===== src/rtl/acc_lut_search_if.sv =====
// acc_lut_search_if: request/result handshake and LUT access signals of the reverse-lookup engine
interface acc_lut_search_if #(
    parameter int KEY_W = 5,
    parameter int VAL_W = 8
);
    logic             start;
    logic [VAL_W-1:0] target;
    logic             lut_en;
    logic [KEY_W-1:0] lut_key;
    logic [VAL_W-1:0] lut_value;
    logic             busy;
    logic             done;
    logic             hit;
    logic [KEY_W-1:0] key_out;

    modport slave (
        input  start, target, lut_value,
        output lut_en, lut_key, busy, done, hit, key_out
    );

    modport master (
        output start, target, lut_value,
        input  lut_en, lut_key, busy, done, hit, key_out
    );
endinterface


===== src/rtl/acc_lut_search.sv =====
// acc_lut_search: scans LUT keys 0..2^KEY_W-1 and reports the lowest key whose value equals the target; define ACC_LUT_SEARCH_REGIN_EN to register lut_value before the compare
module acc_lut_search #(
    parameter int KEY_W = 5,
    parameter int VAL_W = 8
) (
    input logic              clk,
    input logic              rst_n,
    acc_lut_search_if.slave  bus
);
    typedef enum logic [1:0] {IDLE, SCAN, DONE} state_t;

    localparam logic [KEY_W-1:0] LAST = {KEY_W{1'b1}};

    state_t           state_q, state_d;
    logic [KEY_W-1:0] cnt_q, cnt_d;
    logic [KEY_W-1:0] key_q, key_d;
    logic [VAL_W-1:0] tgt_q, tgt_d;
    logic             hit_q, hit_d;
    logic             cmp_vld;
    logic             cmp_eq;
    logic [KEY_W-1:0] cmp_key;
    logic             cmp_last;

`ifdef ACC_LUT_SEARCH_REGIN_EN
    logic [VAL_W-1:0] val_q;
    logic [KEY_W-1:0] pkey_q;
    logic             pvld_q;

    // capture the LUT response together with the key that produced it; valid only for SCAN cycles
    always_ff @(posedge clk) begin
        if (!rst_n) begin
            val_q  <= '0;
            pkey_q <= '0;
            pvld_q <= 1'b0;
        end else begin
            val_q  <= bus.lut_value;
            pkey_q <= cnt_q;
            pvld_q <= state_q == SCAN;
        end
    end

    assign cmp_vld = pvld_q;
    assign cmp_eq  = val_q == tgt_q;
    assign cmp_key = pkey_q;
`else
    assign cmp_vld = 1'b1;
    assign cmp_eq  = bus.lut_value == tgt_q;
    assign cmp_key = cnt_q;
`endif

    assign cmp_last = cmp_key == LAST;

    // state, scan counter and result registers
    always_ff @(posedge clk) begin
        if (!rst_n) begin
            state_q <= IDLE;
            cnt_q   <= '0;
            key_q   <= '0;
            tgt_q   <= '0;
            hit_q   <= 1'b0;
        end else begin
            state_q <= state_d;
            cnt_q   <= cnt_d;
            key_q   <= key_d;
            tgt_q   <= tgt_d;
            hit_q   <= hit_d;
        end
    end

    // accept in IDLE, step one key per SCAN cycle without wrapping, first match or last key ends the scan
    always_comb begin
        state_d = state_q;
        cnt_d   = cnt_q;
        key_d   = key_q;
        tgt_d   = tgt_q;
        hit_d   = hit_q;
        if (state_q == IDLE && bus.start) begin
            state_d = SCAN;
            cnt_d   = '0;
            tgt_d   = bus.target;
            hit_d   = 1'b0;
            key_d   = '0;
        end else if (state_q == SCAN) begin
            cnt_d = cnt_q == LAST ? cnt_q : cnt_q + 1'b1;
            if (cmp_vld && cmp_eq) begin
                state_d = DONE;
                hit_d   = 1'b1;
                key_d   = cmp_key;
            end else if (cmp_vld && cmp_last) begin
                state_d = DONE;
                hit_d   = 1'b0;
                key_d   = '0;
            end
        end else if (state_q == DONE) begin
            state_d = IDLE;
        end
    end

    assign bus.lut_en  = state_q == SCAN;
    assign bus.lut_key = state_q == SCAN ? cnt_q : '0;
    assign bus.busy    = state_q != IDLE;
    assign bus.done    = state_q == DONE;
    assign bus.hit     = hit_q;
    assign bus.key_out = key_q;
endmodule


===== src/flat_wrapper.sv =====
// flat-port wrapper written by rule: the top's interface ports become plain ports
module acc_lut_search_flat 
#(
    parameter int KEY_W = 5,
    parameter int VAL_W = 8
)
  (clk, rst_n, bus_start, bus_target, bus_lut_value, bus_lut_en, bus_lut_key, bus_busy, bus_done, bus_hit, bus_key_out);
  acc_lut_search_if #(.KEY_W(KEY_W), .VAL_W(VAL_W)) bus_i ();
  input logic clk;
  input logic rst_n;
  input wire logic [$bits(bus_i.start)-1:0] bus_start;
  input wire logic [$bits(bus_i.target)-1:0] bus_target;
  input wire logic [$bits(bus_i.lut_value)-1:0] bus_lut_value;
  output wire logic [$bits(bus_i.lut_en)-1:0] bus_lut_en;
  output wire logic [$bits(bus_i.lut_key)-1:0] bus_lut_key;
  output wire logic [$bits(bus_i.busy)-1:0] bus_busy;
  output wire logic [$bits(bus_i.done)-1:0] bus_done;
  output wire logic [$bits(bus_i.hit)-1:0] bus_hit;
  output wire logic [$bits(bus_i.key_out)-1:0] bus_key_out;
  assign bus_i.start = bus_start;
  assign bus_i.target = bus_target;
  assign bus_i.lut_value = bus_lut_value;
  assign bus_lut_en = bus_i.lut_en;
  assign bus_lut_key = bus_i.lut_key;
  assign bus_busy = bus_i.busy;
  assign bus_done = bus_i.done;
  assign bus_hit = bus_i.hit;
  assign bus_key_out = bus_i.key_out;
  acc_lut_search #(.KEY_W(KEY_W), .VAL_W(VAL_W)) u_core (.clk(clk), .rst_n(rst_n), .bus(bus_i));
endmodule

===== config.mk =====
export PLATFORM = sky130hd
export DESIGN_NAME = acc_lut_search_flat
export DESIGN_NICKNAME = d
export VERILOG_FILES = /design/src/rtl/acc_lut_search_if.sv /design/src/rtl/acc_lut_search.sv /design/src/flat_wrapper.sv
export SDC_FILE = /design/constraint.sdc
export NUM_CORES = 1
export LEC_CHECK = 0
export CORE_MARGIN = 3
export CORE_UTILIZATION = 45
export DETAILED_ROUTE_END_ITERATION = 16
export PLACE_DENSITY = 0.77
export SYNTH_ARGS = -nofsm -noshare
export SYNTH_HDL_FRONTEND = slang
export SYNTH_SLANG_ARGS = --single-unit

===== constraint.sdc =====
create_clock -name clk -period 3.5 [get_ports clk]
set_input_delay 0.7 -clock clk [delete_from_list [all_inputs] [get_ports clk]]
set_output_delay 0.7 -clock clk [all_outputs]
set_load 0.03 [all_outputs]

==> reports/summary.txt <==
CTS Hold Bufs: 0
Remaining Overflow, GRT: 0
Max Clk Rate: 375.4 MHz
Count of final hold-check violations: 0
CP Data Required Time: 2.80 ns
Sink Count: 21
Worst reg2reg path startpoint: u_core.cmp_key[0]
Area of the multi-input gates: 651.9 µm²
Min Tclk post-route: 2.664 ns
Synth Warn #: 0
Number of standard-cell rows in the floorplan: 17
Number of top-level design ports: 33
Y dimension of the die: 55.97 µm
Final TNS setup: 0 ns
Total length of routed wires: 2598 µm
Count of nets left with antenna violations after detail routing: 0
Average detailed-routed wire length per instance: 13.75 µm
Proportion of register bits with asynchronous set or reset after synthesis: 0%
Timing startpoint of the critical path: u_core.state_q[1]
Inserted Diodes: 0
Hold path start: u_core.tgt_q[0]
Post-synthesis sequential area ratio: 37.42%
First-pass iteration count of the detailed router: 4
DRC: 0
Count of fill cells added during filler insertion: 199
Worst hold path type: reg -> reg
Cell leakage power: 0.5181 nW
Post-route clock period utilization: 76.11%
Netlist cell types: 27
Post-layout nets: 186
CTS tree: built
Number of flops mapped to enable cells by yosys: 0
Final RePlAce weighted congestion: 0.7896
Maximum buffer depth of the clock tree: 2
Post-route insts no fill: 189
Total via count in the routed design: 997
Number of max-capacitance violations reported: 0
R2R depth: 7
Worst-path clk slew: 0.11 ns
Relative slew slack: 60.56%
Critical path arrival: 1.96 ns
Initial core utilization: 48.91%
Total of buffers placed on input and output ports: 32
Synthesized area divided by synthesized cell count: 8.512 µm²
DRC marker count from the first detailed-route iteration: 26
Post-CTS Setup Repair Bufs: 0
Power per standard cell area: 352.2 nW/µm²
Number of setup violations in the final report: 0
Area Overhead vs Synth: 30.85%
Horizontal die dimension: 55.97 µm
Die area: 3133 µm²
Mapped Area: 1124 µm²
Setup repair after global routing missed its margin: false
CTS root buf: clkbuf_4
Reg-to-Reg End: u_core.cmp_key[3]
CP Capture Type: primary output
Sum of net half-perimeters after detailed placement: 2015 µm
Area taken by flip-flops and latches: 420.4 µm²
End of the critical path: bus_lut_key[2]
Skew-Pair Late Insertion Delay: 0.32 ns
Largest voltage drop on the vdd net: 0.2674 mV
Post-Syn Instances: 132
Tightest Pin Transition: 0.5904 ns
Pin count of the biggest net entering global routing: 14
Via-per-instance ratio: 5.275
Core footprint: 2297 µm²
Critical path class: reg -> out
Worst clock skew on the final layout: 0.01889 ns
Flop and latch count out of synthesis: 21
Worst Path Max Fanout: 10
Worst reg-to-reg setup slack: 1.40 ns
Dominant synthesized flop cell: dfxtp_1
All-layer global routing usage: 17.92%
Fraction of final layout cells sized beyond drive strength 1: 4.969%
Result of the run: finished clean
Net count of the mapped netlist: 156
Post-placement cell count: 185
Antenna violations before repair: 0
Number of H-tree levels: 1
Max-slew violation count: 0
Category of the worst setup path launch point: register
Vias in the first global route: 964
Post-cts sizing count: 0
Num CTS Buffers: 3
First-pass GRT wire length: 4498 µm
## layer usage
layer | up-vias | GRT usage [%] | wire (µm)
li1 | 504 | - | -
met1 | 469 | 22.25 | 1117
met2 | 19 | 29.72 | 1322
met3 | 5 | 6.265 | 126
met4 | 0 | 4.068 | 32
met5 | - | 0 | 0
## logic make-up after synthesis
group | Yosys count | synth area share (%)
XOR/XNOR | 11 | 8.575
adder cells (fa/ha/maj) | 5 | 5.568
buffers and inverters | 11 | 4.565
AND/OR/NAND/NOR | 56 | 25.06
AO/OA/AOI/OAI | 25 | 16.15
multiplexers | 3 | 2.673
flip-flops | 21 | 37.42
## area by class of cell
class / instances / share of cell area, %
Multi-Input combinational cell: 100 / 44.34
Sequential cell: 21 / 28.60
Timing Repair Buffer: 32 / 21.79
Tap cell: 28 / 2.383
Clock buffer: 3 / 1.532
Inverter: 4 / 1.021
Clock inverter: 1 / 0.3404
## metrics by stage
stage	setup slack, ns	hold WS (ns)	area, µm²	total power [mW]	utilization, %
floorplan	1.613	0.4561	1124	0.3555	-
global placement	1.280	0.4681	1443	0.3998	62.80
detailed placement	1.174	0.4719	1443	0.4029	62.80
CTS	0.8159	0.4881	1470	0.5238	64.00
global route	0.7150	0.5068	1470	0.5465	64.00
finish	0.8363	0.4830	1470	0.5178	64.00
## worst max-delay path, stage by stage (launching register included)
cell and delay [ns]:
dfxtp_1 0.35, inv_1 0.10, ha_1 0.31, and2_1 0.21, clkdlybuf4s50_1 0.69
## state kept, by name, summed over array words and instances, names as in the netlist
name                cells
u_core.state_q          2
u_core.cmp_key          5
u_core.bus.hit          1
u_core.bus.key_out      5
u_core.tgt_q            8
## power by group
part           switching (mW)  leakage (nW)  internal [mW]
logic                  0.0752         0.330         0.0607
registers             0.00977         0.171          0.251
clock network          0.0780        0.0177         0.0428
total                   0.163         0.518          0.355
## worst min path at each step
stage / to / slack (ns) / depth (start not counted)
2_1_floorplan: u_core.tgt_q[0] / 0.46 / 2
5_1_grt: u_core.tgt_q[4] / 0.51 / 2
3_3_place_gp: u_core.tgt_q[4] / 0.47 / 2
6_report: u_core.tgt_q[0] / 0.48 / 2
4_1_cts: u_core.tgt_q[0] / 0.49 / 2
3_5_place_dp: u_core.tgt_q[0] / 0.47 / 2
## cells in the final DEF, fill, tap and decap left out, types with 2 or more instances in the layout
cell,n
nor3b_1,5
ha_1,5
nand2_1,24
xnor2_1,9
xor2_1,2
o211ai_1,6
and2_1,7
a21boi_0,9
inv_1,4
nand3_1,5
clkdlybuf4s50_1,32
dfxtp_1,21
clkbuf_4,3
nand4_2,2
nor2_1,8
mux2i_1,3
o21ai_0,6
## cells in the mapped netlist (2+ instances only)
cell type,count,area share [%]
o21ai_0,6,2.7
nand3_1,5,2.2
nor3b_1,5,3.3
dfxtp_1,21,37
inv_1,4,1.3
mux2i_1,3,2.7
clkbuf_1,4,1.3
and2_1,7,3.9
xor2_1,2,1.6
nor2_1,8,2.7
ha_1,5,5.6
a21boi_0,9,6.0
buf_2,2,0.89
nand4_2,2,2.2
o211ai_1,6,4.0
xnor2_1,9,7.0
nand2_1,24,8.0
Note: power is estimated with default switching activity, not from simulation.
